`config.mk`:
```
export PLATFORM = sky130hd
export DESIGN_NAME = fall_scan_controller
export DESIGN_NICKNAME = d
export VERILOG_FILES = /design/src/rtl/fall_scan_controller.sv
export SDC_FILE = /design/constraint.sdc
export NUM_CORES = 1
export LEC_CHECK = 0
export BUFFER_PORTS_ARGS = -buffer_cell sky130_fd_sc_hd__clkbuf_2
export CORE_ASPECT_RATIO = 2
export CORE_MARGIN = 5
export CORE_UTILIZATION = 47
export DETAILED_ROUTE_END_ITERATION = 12
export PLACE_DENSITY_LB_ADDON = 0.25
export SLEW_MARGIN = 20
export SYNTH_ARGS = -nofsm -noshare
export SYNTH_HDL_FRONTEND = slang
export SYNTH_SLANG_ARGS = --single-unit
```
`constraint.sdc`:
```
create_clock -name clk -period 1.98 [get_ports clk]
set_input_delay 0.198 -clock clk [delete_from_list [all_inputs] [get_ports clk]]
set_output_delay 0.198 -clock clk [all_outputs]
set_load 0.1 [all_outputs]
```
`src/rtl/fall_scan_controller.sv`:
```
// Round-robin fall detector: shares one external comparator across NUM_CH sensor channels
// and latches a per-channel alarm after CONFIRM consecutive positive samples.
module fall_scan_controller #(
  parameter int NUM_CH  = 4,
  parameter int CONFIRM = 3,
  parameter int DW      = 8
) (
  input  logic                      clk,
  input  logic                      rst_n,
  input  logic                      enable,
  input  logic [NUM_CH*DW-1:0]      sensorValues,
  input  logic [DW-1:0]             factoryValue,
  output logic [DW-1:0]             cmpSensor,
  output logic [DW-1:0]             cmpFactory,
  input  logic                      cmpResult,
  input  logic [NUM_CH-1:0]         alarmAck,
  output logic [NUM_CH-1:0]         alarm,
  output logic                      alarmAny,
  output logic [$clog2(NUM_CH)-1:0] scanCh,
  output logic                      scanDone
);
  localparam int CHW = $clog2(NUM_CH);
  localparam int CW  = $clog2(CONFIRM + 1);
  localparam logic [CHW-1:0] LAST_CH = CHW'(NUM_CH - 1);
  localparam logic [CW-1:0]  CNT_MAX = CW'(CONFIRM);

  typedef enum logic [1:0] {IDLE, LOAD, EVAL} state_t;

  state_t stateReg, stateNext;
  logic   evalPhase;

  always_ff @(posedge clk) begin
    if (!rst_n) stateReg <= IDLE;
    else        stateReg <= stateNext;
  end

  always_comb begin
    stateNext = stateReg;
    evalPhase = 1'b0;
    case (stateReg)
      IDLE: if (enable) stateNext = LOAD;
      LOAD: stateNext = EVAL;
      EVAL: begin
        evalPhase = 1'b1;
        stateNext = enable ? LOAD : IDLE;
      end
      default: stateNext = IDLE;
    endcase
  end

  // Operands are registered in LOAD so the external comparator settles during EVAL.
  always_ff @(posedge clk) begin
    if (!rst_n) begin
      scanCh     <= '0;
      cmpSensor  <= '0;
      cmpFactory <= '0;
      scanDone   <= 1'b0;
    end else begin
      scanDone <= evalPhase && (scanCh == LAST_CH);
      if (stateReg == LOAD) begin
        cmpSensor  <= sensorValues[int'(scanCh)*DW +: DW];
        cmpFactory <= factoryValue;
      end
      if (evalPhase) scanCh <= (scanCh == LAST_CH) ? '0 : scanCh + CHW'(1);
    end
  end

  genvar gi;
  generate
    for (gi = 0; gi < NUM_CH; gi++) begin : genCh
      logic [CW-1:0] cntReg;
      logic          alarmReg;
      logic          sampled;
      logic          setCond;

      assign sampled = evalPhase && (scanCh == CHW'(gi));
      // cnt+1 >= CONFIRM, written without the carry so it stays CW bits wide
      assign setCond = sampled && cmpResult && (cntReg >= CNT_MAX - CW'(1));

      always_ff @(posedge clk) begin
        if (!rst_n) begin
          cntReg   <= '0;
          alarmReg <= 1'b0;
        end else if (setCond) begin
          cntReg   <= CNT_MAX;
          alarmReg <= 1'b1;
        end else if (alarmAck[gi]) begin
          cntReg   <= '0;
          alarmReg <= 1'b0;
        end else if (sampled) begin
          cntReg <= cmpResult ? cntReg + CW'(1) : '0;
        end
      end

      assign alarm[gi] = alarmReg;
    end
  endgenerate

  assign alarmAny = |alarm;

endmodule

```
## Word-level counts from Yosys, hierarchy flattened

Cells that the tools add are included.

- Flip-flop bits (word level): 33
- Input bits: 48
- Output and inout port bits: 24
- Word-level logic and storage cells: 81

- Add/subtract/negate cells: 5
- Order comparisons: 4
- Equal/unequal tests: 6
- Shift operators: 1
- Muxes and demuxes: 29
- Reductions and logical operators: 23

Operators with widths:

| cell | number |
|---|---|
| $mux 2 | 18 |
| $shiftx 32x6->8 | 1 |
| $logic_and 1x1->1 | 12 |
| $reduce_bool 3->1 | 4 |
| $add 2x1->2 const B | 5 |
| $mux 1 | 10 |
| $ge 2x2->1 const B | 4 |
| $reduce_bool 2->1 | 4 |
| $eq 2x2->1 const B | 3 |
| $pmux 2 s3 | 1 |
| $eq 2x1->1 const B | 2 |
| $logic_not 2->1 | 2 |
| $reduce_or 4->1 | 1 |
| $ne 2x2->1 const B | 1 |

## Logic depth before layout (Yosys ltp)

- Depth after elaboration: 6
- Gate-level depth with buffers: 6
- Depth with buffers taken out: 5

## Least setup slack after synthesis

No wires, ideal clock.

- Kind: reg2reg
- From: register scanCh[1]
- To: register genCh[1].cntReg[1]
- Library setup time: 0.120 ns
- Arrival: 2.149 ns
- Required time: 1.860 ns
- Slack: -0.288 ns
- Cell stages (with the launch flop): 7
- Buffers on the path: 1
- Path through: dfxtp_1 -> clkbuf_1 -> inv_1 -> ha_1 -> nand4b_1 -> nor2_1 -> o31a_1

- Longest elaborated chain between the ends: 5
- Elaborated cells between the ends (all ways): 6

RTL lines:

| element | RTL line | RTL |
|---|---|---|
| from (decl) | 19 | `output logic [$clog2(NUM_CH)-1:0] scanCh,` |
| from (signal assigned) | 64 | `if (evalPhase) scanCh <= (scanCh == LAST_CH) ? '0 : scanCh + CHW'(1);` |
| $eq 2x1->1 (*) | 76 | `assign sampled = evalPhase && (scanCh == CHW'(gi));` |
| $logic_and 1x1->1 (*) | 76 |  |
| $logic_and 1x1->1 (2 in a row) | 78 | `assign setCond = sampled && cmpResult && (cntReg >= CNT_MAX - CW'(1));` |
| $reduce_bool 3->1 (no source line) or $mux 2 (tied branches) | n/a |  |
| to (signal assigned) | 91 | `cntReg <= cmpResult ? cntReg + CW'(1) : '0;` |
| to (decl) | 71 | `logic [CW-1:0] cntReg;` |

Every way passes the cells marked *; elsewhere a longest branch is shown, timed or not.
A chain may end at the register's enable or synchronous reset.

## Worst setup path in the final report

- From: register genCh[3].alarmReg
- To: output port alarmAny

- Longest elaborated chain between the ends: 1

RTL lines:

| element | RTL line | RTL |
|---|---|---|
| from (decl) | 72 | `logic alarmReg;` |
| from (signal assigned) | 83 | `alarmReg <= 1'b0;` |
| from (signal assigned) | 86 | `alarmReg <= 1'b1;` |
| from (signal assigned) | 89 | `alarmReg <= 1'b0;` |
| $reduce_or 4->1 | 99 | `assign alarmAny = \|alarm;` |
| to (decl) | 18 | `output logic alarmAny,` |

Every way passes these cells.

==> results.py <==
metrics = {
    "run_status": {
        "status": "finished clean",
    },
    "floorplanning": {
        "ios": 72,
        "die-area_um2": 4994,
        "core-area_um2": 3568,
        "die_w_um": 52.53,
        "rows": 31,
        "die_y_um": 95.06,
        "start_util_pct": 47.65,
    },
    "global_routing": {
        "grt_pass1_wl_mm": 6.451,
        "grt_max_degree": 34,
        "antenna_found_initial": 0,
        "grt_use_total_pct": 17.40,
        "grt-ovfl-total": 0,
        "grt_pass1_vias": 1489,
    },
    "timing": {
        "setup_violations": 0,
        "fin_crit_ns": 1.710,
        "finalCritPeriodShare_pct": 86.37,
        "worst_slew_pin_slew_ns": 0.6094,
        "slew_headroom_pct": 59.38,
        "maxSlewViolCount": 0,
        "finalHoldViolations": 0,
        "final.setup.tns_ns": 0,
        "max_freq_ghz": 0.5848,
        "skew_ns": 0.008108,
        "rsz0062_at_grt": "no",
    },
    "route": {
        "vias": 1505,
        "viasPerCell": 5.299,
        "drt_iter0_drc": 30,
        "routed_wl_mm": 3.918,
        "ant_nets": 0,
        "drc": 0,
        "wl_per_cell_um": 13.80,
        "first_pass_iters": 4,
    },
    "min_path": {
        "hold_path.class": "in2reg",
    },
    "yosys": {
        "syn_area_per_cell_um2": 10.12,
        "ys_types": 31,
        "ys_ff_latch": 33,
        "yosysTopAreaCell": "dfxtp_1",
        "netlist_area_um2": 1700,
        "synth_top_area_share_pct": 38.85,
        "synthCells": 168,
        "synthTopCellsByArea": "dfxtp_1, mux4_2, ha_1",
        "synth_nets": 224,
        "synth_warnings": 0,
        "seq_area_frac_synth_pct": 38.85,
    },
    "clock_tree": {
        "cts_buffers": 5,
        "root_buffer": "clkbuf_8",
        "hold_buffers": 0,
        "cts_buffer_depth": 2,
        "clkSlewWorstSetupHoldPaths_ns": 0.07,
        "tritoncts": "built",
        "clock-sinks": 33,
        "cts_resized": 0,
        "htreeDepth": 2,
        "cts_setup_buffers": 0,
        "clkLatencyLatePin_ns": 0.29,
    },
    "power_and_ir_drop": {
        "leakagePower_nw": 0.9558,
        "power_density_nw_per_um2": 736.8,
        "worst_ir_drop_vdd_mv": 0.4781,
    },
    "critical_path": {
        "cp-end-kind": "output pin",
        "worstSetupPathType": "reg2out",
        "crit_path_start_kind": "flip-flop",
        "path_max_fanout": 3,
        "arrival_ns": 1.51,
        "required_ns": 1.78,
        "rrSetupSlack_ns": 0.49,
    },
    "place": {
        "hpwl_mm": 3.050,
        "portBuffers": 71,
        "globalplace.congestion": 0.7374,
    },
    "finish": {
        "area_delta_synth_final_pct": 25.97,
        "nNetsFinal": 290,
        "fin_util_pct": 60.03,
        "drive_gt1_share_pct": 40.00,
        "antenna_cells": 0,
    },
    "flow_run": {
        "drv_cap": 0,
    },
}
stage by stage:
| stage | area (um2) | std cells | setup WS [ns] | hold WS (ns) | power [mW] |
|---|---|---|---|---|---|
| final | 2142 | 284 | 0.2699 | 0.1114 | 1.578 |
| after global routing | 2142 | 284 | 0.2215 | 0.1397 | 1.654 |
| after CTS | 2142 | 284 | 0.2525 | 0.1036 | 1.600 |
| after detailed placement | 2041 | 276 | 0.4921 | 0.4155 | 1.041 |
| after global placement | 2041 | 276 | 0.5446 | 0.4205 | 1.038 |
| after floorplan | 1703 | 168 | 0.03413 | 0.3118 | 0.9575 |
kinds of logic (layout without fill, tap and decap cells):
family                   after synthesis  after routing  share of synthesized area, %
flip-flops                            33             33                         38.85
AND/OR/NAND/NOR                       55             55                         16.70
AO/OA/AOI/OAI                         42             42                         19.94
buffers and inverters                 20             87                         6.843
adder cells (fa/ha/maj)                8              8                         5.887
multiplexers                          10             10                         11.77
path summary, 6_finish.rpt:
path | startpoint | end | cells after the start
min | enable | stateReg[0]$_SDFFE_PN0P_ | 3
max | genCh[3].alarmReg$_SDFFE_PN0P_ | alarmAny | 2
min reg2reg | cmpFactory[6]$_SDFFE_PN0N_ | cmpFactory[6]$_SDFFE_PN0N_ | 2
max reg2reg | scanCh[0]$_SDFFE_PN0N_ | genCh[1].cntReg[1]$_SDFFE_PN0P_ | 5
registers in the layout (all words and copies together) (netlist names):
register and flops:
scanDone 1, stateReg 2, genCh.cntReg 8, scanCh 2, genCh.alarmReg 4, cmpFactory 8
cmpSensor 8
placed cells by master, fill, tap and decap left out, types with 2 or more instances in the layout:
master     instances
a211o_1            6
a21boi_0           6
a21boi_1           2
a21oi_1            4
buf_4              2
clkbuf_2          71
clkbuf_8           7
dfxtp_1           31
dfxtp_2            2
ha_1               8
inv_1              6
mux2i_1            2
mux4_2             8
nand2_1           25
nand2b_1           2
nor2_1             7
nor2b_1            7
nor3_1             2
nor3b_1            6
o21a_1             4
o21ai_0            3
o2bb2ai_1          7
o311a_1            6
o31a_1             2
where the power goes:
part	leakage [nW]	internal (mW)	total [mW]	switching, mW
Sequential	0.270	0.692	0.712	0.0205
Combinational	0.632	0.106	0.311	0.206
Clock	0.0542	0.314	0.555	0.241
synthesized netlist by cell type:
cell / n
nor2b_1: 7
or4_1: 1
o2bb2ai_1: 7
clkbuf_1: 5
nand4b_1: 1
o21ai_0: 3
nand2b_1: 2
buf_4: 7
nand3b_1: 1
a211o_1: 6
nor2_1: 7
o21a_1: 4
mux2i_1: 2
and3_1: 1
mux4_2: 8
o31a_1: 2
inv_1: 6
dfxtp_1: 33
nor3_1: 2
o311a_1: 6
and2_4: 1
o2bb2ai_2: 1
a21boi_0: 6
nor2b_4: 1
nand2_1: 25
a21oi_1: 4
buf_6: 2
a21boi_1: 2
ha_1: 8
a211oi_1: 1
nor3b_1: 6
worst max-delay path, cell delays in order (launching register included):
cell,delay [ns]
dfxtp_1,0.33
or4_1,0.51
clkbuf_2,0.38
cell type report:
type | count | area [um2]
fillers | 349 | 1426
multi-input cells | 115 | 923.4
flip-flops and latches | 33 | 663.1
repair buffers | 73 | 370.4
clock buffers | 7 | 96.34
well taps | 49 | 61.31
inverters | 6 | 22.52
clock inverters | 1 | 5.005
metal layers:
layer	global-route usage, %	vias up	share of wire, %
li1	-	736	-
met1	16.42	698	36
met2	31.64	61	53
met3	5.477	10	8.2
met4	9.595	0	2.7
met5	0	-	0
No activity file was read; power rests on OpenSTA's default activity.
